$ cat config.mk
export PLATFORM = sky130hd
export DESIGN_NAME = adc_conv_scheduler
export DESIGN_NICKNAME = d
export VERILOG_FILES = /design/src/rtl/adc_conv_scheduler.sv
export SDC_FILE = /design/constraint.sdc
export NUM_CORES = 1
export LEC_CHECK = 0
export BUFFER_PORTS_ARGS = -buffer_cell sky130_fd_sc_hd__buf_4
export CAP_MARGIN = 10
export CORE_ASPECT_RATIO = 1.1
export CORE_MARGIN = 2
export CORE_UTILIZATION = 55
export DETAILED_ROUTE_END_ITERATION = 10
export MAX_ROUTING_LAYER = met4
export PLACE_DENSITY = 0.81
export SYNTH_ARGS = -nofsm -noshare
export SYNTH_HDL_FRONTEND = slang
export SYNTH_SLANG_ARGS = --single-unit
$ cat constraint.sdc
create_clock -name clk -period 4.2 [get_ports clk]
set_input_delay 0.42 -clock clk [delete_from_list [all_inputs] [get_ports clk]]
set_output_delay 0.42 -clock clk [all_outputs]
set_load 0.03 [all_outputs]
$ cat src/rtl/adc_conv_scheduler.sv
// adc_conv_scheduler: round-robin scheduler that shares one ADC among NCH
// requesters. Each conversion runs grant -> mux settle -> sample -> convert
// -> result. The result carries the channel number.
module adc_conv_scheduler #(
    parameter  int NCH    = 4,
    parameter  int N      = 3,
    parameter  int SETTLE = 2,
    parameter  int CONV   = 2,
    localparam int CW     = $clog2(NCH)
) (
    input  logic           clk,
    input  logic           rst_n,
    input  logic [NCH-1:0] req,
    output logic [NCH-1:0] gnt,
    output logic [CW-1:0]  mux_sel,
    output logic           sample,
    input  logic [N-1:0]   adc_code,
    output logic           res_valid,
    output logic [CW-1:0]  res_ch,
    output logic [N-1:0]   res_code,
    output logic           busy
);

    // One counter is shared by SETTLE and CONVERT, so it is sized for the longer phase
    localparam int MAXC = (SETTLE > CONV) ? SETTLE : CONV;
    localparam int CNTW = (MAXC > 1) ? $clog2(MAXC + 1) : 1;

    localparam logic [1:0] IDLE    = 2'd0;
    localparam logic [1:0] SETTLE_S = 2'd1;
    localparam logic [1:0] CONVERT = 2'd2;
    localparam logic [1:0] DONE    = 2'd3;

    logic [1:0]     r_state;
    logic [CW-1:0]  r_last;
    logic [CNTW-1:0] r_cnt;
    logic [NCH-1:0] r_gnt;
    logic [CW-1:0]  r_mux_sel;
    logic           r_sample;
    logic           r_res_valid;
    logic [CW-1:0]  r_res_ch;
    logic [N-1:0]   r_res_code;
    logic           r_busy;

    logic           w_any;
    logic [CW-1:0]  w_win;
    logic [CW-1:0]  w_idx;

    // Round-robin pick: scan from last+1 upward. Walking the offsets in
    // descending order lets the nearest requester overwrite farther ones.
    always_comb begin
        w_any = 1'b0;
        w_win = '0;
        w_idx = '0;
        for (int i = NCH; i >= 1; i--) begin
            w_idx = CW'((int'(r_last) + i) % NCH);
            if (req[w_idx]) begin
                w_any = 1'b1;
                w_win = w_idx;
            end
        end
    end

    // Conversion sequencer. Every output is driven from a register here.
    always_ff @(posedge clk or negedge rst_n) begin
        if (!rst_n) begin
            r_state     <= IDLE;
            r_last      <= CW'(NCH - 1);
            r_cnt       <= '0;
            r_gnt       <= '0;
            r_mux_sel   <= '0;
            r_sample    <= 1'b0;
            r_res_valid <= 1'b0;
            r_res_ch    <= '0;
            r_res_code  <= '0;
            r_busy      <= 1'b0;
        end else begin
            r_gnt       <= '0;
            r_sample    <= 1'b0;
            r_res_valid <= 1'b0;
            case (r_state)
                IDLE: begin
                    r_cnt <= '0;
                    if (w_any) begin
                        r_state   <= SETTLE_S;
                        r_last    <= w_win;
                        r_mux_sel <= w_win;
                        r_gnt     <= NCH'(1) << w_win;
                        r_cnt     <= CNTW'(SETTLE - 1);
                        r_busy    <= 1'b1;
                    end
                end
                SETTLE_S: begin
                    if (r_cnt == '0) begin
                        r_state  <= CONVERT;
                        r_sample <= 1'b1;
                        r_cnt    <= CNTW'(CONV - 1);
                    end else begin
                        r_cnt <= r_cnt - 1'b1;
                    end
                end
                CONVERT: begin
                    if (r_cnt == '0) begin
                        r_state     <= DONE;
                        r_res_code  <= adc_code;
                        r_res_ch    <= r_mux_sel;
                        r_res_valid <= 1'b1;
                    end else begin
                        r_cnt <= r_cnt - 1'b1;
                    end
                end
                default: begin
                    r_state <= IDLE;
                    r_cnt   <= '0;
                    r_busy  <= 1'b0;
                end
            endcase
        end
    end

    assign gnt       = r_gnt;
    assign mux_sel   = r_mux_sel;
    assign sample    = r_sample;
    assign res_valid = r_res_valid;
    assign res_ch    = r_res_ch;
    assign res_code  = r_res_code;
    assign busy      = r_busy;

endmodule

# After elaboration in Yosys (flattened, before gate mapping)
# Index checks and enable logic that the tools add are counted.
# W data, S select, Z words.
totals:
  mem_bits_ro: 0
  out_inout_bits: 14
  ram_bits: 0
  register_bits: 20
  latchBits: 0
  n_memories: 0
  wordCells: 65
op_classes:
  order_cmp: 4
  mul: 0
  bitwise: 1
  n_mux: 31
  n_eq_ne: 6
  reduce_logical: 7
  n_div: 0
  n_addsub: 5
  shifts: 1
ops:
  columns: ["operator", "n"]
  rows:
  - ["$mux W2", 9]
  - ["$mux W1", 13]
  - ["$lt A2 B3 Y1 const B", 4]
  - ["$pmux W2 S3", 2]
  - ["$bmux W1 S2", 4]
  - ["$mux W4", 2]
  - ["$ne A2 B2 Y1 const B", 4]
  - ["$reduce_and A2 Y1", 3]
  - ["$add A2 B1 Y2 const B", 2]
  - ["$add A2 B2 Y2 const B", 2]
  - ["$logic_not A2 Y1", 2]
  - ["$shl A1 B2 Y4 const A", 1]
  - ["$reduce_and A3 Y1", 1]
  - ["$eq A2 B1 Y1 const B", 1]
  - ["$eq A2 B2 Y1 const B", 1]
  - ["$pmux W1 S2", 1]
  - ["$reduce_or A2 Y1", 1]
  - ["$sub A2 B1 Y2 const B", 1]
  - ["$not A1 Y1", 1]

# Logic depth before layout (Yosys ltp)
logic_depth:
  depth_word: 10
  ltp_mapped: 6
  mapped_depth_nobuf: 6

# Least setup slack after synthesis
# Ideal clock, no wire load.
synth_timing:
  path_kind: "flip-flop to flip-flop"
  from: "register r_state[0]"
  to: "register r_state[1]"
  setup_slack_ps: 2729
  arrival_ps: 1345
  period_less_slack_ps: 1471
  setup_ps: 125
  required_ps: 4075
  path_buffers: 0
  path_stages_with_launch: 6
  cell_sequence: "dfrtp_1 inv_1 ha_1 o21ba_2 a21oi_1 mux2_4"
synth_between:
  elab_chain_len: 3
  word_cells_on_any_way: 8
synth_lines:
  columns: ["item", "line_no", "source"]
  rows:
  - ["from (decl)", "33", "logic [1:0] r_state;"]
  - ["from (signal assigned)", "66", "r_state <= IDLE;"]
  - ["from (signal assigned)", "84", "r_state <= SETTLE_S;"]
  - ["from (signal assigned)", "94", "r_state <= CONVERT;"]
  - ["$eq A2 B1 Y1 (tied with other cells)", "80", "case (r_state)"]
  - ["$ne A2 B2 Y1 (no line)", null, null]
  - ["$reduce_and A3 Y1 (no line)", null, null]
# Parallel ways exist; a longest one is shown, timed or not.
# A chain may end at the register's enable or synchronous reset.

# Worst setup path in the final report
layout_timing:
  from: "register r_state[0]"
  to: "register r_mux_sel[0] (netlist: mux_sel[0])"
layout_between:
  elab_chain_len: 2
layout_lines:
  columns: ["item", "line_no", "source"]
  rows:
  - ["$logic_not A2 Y1", "80", null]
  - ["$reduce_and A2 Y1 (no line)", null, null]
  - ["to (signal assigned)", "86", "r_mux_sel <= w_win;"]
  - ["to (decl)", "37", "logic [CW-1:0] r_mux_sel;"]
# Every way passes these cells.

==> metrics.txt <==
Fin. Hold Viols 0; Core ar. 1740 µm²; CP Launch Type register; die width 44.5 µm; Post-Syn Area per Cell 12.1 µm²; global placer's final weighted congestion 0.751; Post-CTS Setup Bufs 0; clock sinks 20; xor and xnor area share after synthesis 0%; Final Worst Setup Slack 2570 ps; Pwr Total 1010 µW; Clk Latency, worst-skew pair 300 ps; min cycle time layout 1630 ps; hpwl dp 1360 µm; per-cell routed wire length 14.7 µm; Max-Cap Viols 0; Routed Antenna Nets 0; Initial Utilization 57.0%; share of cells above drive strength 1 33.9%; WP data required 4380 ps; Clk Tree Root Cell clkbuf_4; number of global-route vias before repair 758; Synth area leader dfrtp_1; sum of negative setup slack 0 ps; largest family of logic cells by synthesized area compound AO/OA/AOI/OAI gates; final wirelength 1870 µm; post-synthesis sequential area ratio 50.6%; PD cells 825 nW/µm²; Die Area 2160 µm²; HP Class input port to register; antenna violations before repair 0; first-pass GRT wire length 3170 µm; Slew HR 61.6%; final number of setup-violating endpoints 0; ys async rst share 100%; Num CTS Buffers 3; CTS tree built; Top delay family on crit path compound AO/OA/AOI/OAI gates; worst-path cell chain inv_1 -> ha_1 -> o41ai_4 -> a211oi_1 -> a2bb2oi_1; placed inst area 1180 µm²; most common cell in the netlist dfrtp_1; Vias per Instance 5.71; CTS clk-pin slew, worst paths 110 ps; drt pass-1 iters 4; synthesized instance count 82; Yosys reg bits 20; status completed; largest stage delay on the critical path 450 ps; FMAX 613 MHz; RSZ-0062 raised after global routing false; clock buffer depth 2; PortBufs 22; fraction of post-synthesis cell area in the top cell type by area 45.3%; Mapped Area 993 µm²; top_reg_cell synth dfrtp_1; CTS H-Tree Depth 1; Worst Tran Pin Value 574 ps; list of most frequent post-synthesis cells dfrtp_1 (18), ha_1 (6), inv_1 (6), nand2_1 (5); slowest CP cell dfrtp_1; Setup WS pre-CTS 2620 ps; leakage 0.000590 µW; Post-synth EDFFs 0; CP max FO 9; initial drt markers 17; row cnt 16; Tcrit/Tclk final 38.8%; Syn Nets 97; largest net degree at the start of global routing 21; Antenna Cells 0; post-synthesis compound-gate area fraction 18.3%; Synth area leaders dfrtp_1 (45%), ha_1 (7.6%), dfstp_2 (5.3%); Die Y-Extent 48.6 µm; gr usage total 20.3%; via count 725; Layout Nets 125; Max IR drop VDD 415 µV; warnings from Yosys 0; synthesis-to-layout area growth 23.6%; number of I/O pins 23; DR DRC count 0; crit end category register; Simple-Gate Fraction of Synth Area 12.7%; Buffers & Inverters on Critical Path 1; Post-CTS Resized 0; arrival time at the worst endpoint 1810 ps; Inst Count DP 122; cell area after layout 1230 µm²; mux cell area share after synthesis 8.19%; Distinct cells, synth 35; synthesized-area fraction occupied by adder cells 7.56%; CP Class register to register; Final Instance Count excl. Fillers 127; Final Max Tran Viols 0; GRT overflow 0; worst-case clock skew 4.55 ps
-- state kept, by name, indices dropped and copies added (netlist names) --
register   cells
r_state        2
res_code       3
gnt            4
r_last         2
res_ch         2
mux_sel        2
res_valid      1
r_cnt          2
sample         1
busy           1
-- repair_timing --
action | 4_1_cts | 5_1_grt
endpoints found under the setup margin | 0 | 0
hold buffers | 1 | 0
endpoints found under the hold margin | 18 | 0
-- final timing paths --
kind | slack, ps | cells after the start | endpoint | start
worst max register to register | 2570 | 5 | mux_sel[0] | r_state[0]
worst min register to register | 500 | 1 | res_code[1] | res_code[1]
max in group asynchronous | 3420 | 2 | r_last[0] | rst_n
min in group asynchronous | 510 | 2 | sample | rst_n
worst max-delay path | 2570 | 5 | mux_sel[0] | r_state[0]
worst min-delay path | 340 | 2 | res_code[1] | adc_code[1]
-- power breakdown --
| part | total [µW] | switching [µW] | internal, µW | leakage [µW] |
|---|---|---|---|---|
| combinational | 556 | 310 | 246 | 0.000324 |
| clock | 111 | 57.7 | 52.9 | 0.0000210 |
| sequential | 346 | 60.0 | 286 | 0.000245 |
| total | 1010 | 428 | 584 | 0.000590 |
-- final cells by class --
cell class	count	area, µm²
sequential	20	503
tap	18	22.5
inverter	7	26.3
clock buffer	4	36.3
timing repair buffer	23	175
multi-input combinational	55	464
fill	145	514
-- cells by family (layout without fill, tap and decap cells) --
kind of cell	Yosys count	after routing
compound gates	21	21
fa+ha+maj	6	6
mux	7	7
flops	20	20
simple gates	21	21
buf+inv	7	34
-- cell usage in the layout (no fill, tap or decap), types with 2 or more instances in the layout --
cell,synthesis,routed
nand3_1,2,2
mux2_2,2,2
nand2b_1,2,2
and4_1,2,2
a21oi_1,3,3
nor2b_1,3,3
nor2_1,2,2
nand2_1,5,5
dfstp_2,2,2
a211oi_1,3,3
a2bb2oi_1,2,2
clkbuf_4,0,3
buf_4,0,22
mux2_1,3,3
ha_1,6,6
o21ai_0,2,2
dfrtp_1,18,18
inv_1,6,6
-- per-layer routing --
metal	GRT usage (%)	wire length [µm]	up-vias
met5	-	0	-
met1	23.0	786	348
met2	33.8	974	22
met3	2.24	86	2
li1	-	-	353
met4	10.6	19	0
-- through the flow --
step | util, % | hold WS (ps)
floorplan | - | 124
global placement | 67.8 | 307
detailed placement | 67.8 | 309
CTS | 70.5 | 332
global route | 70.5 | 327
finish | 70.5 | 336
Power figures use the tool's default switching activity.
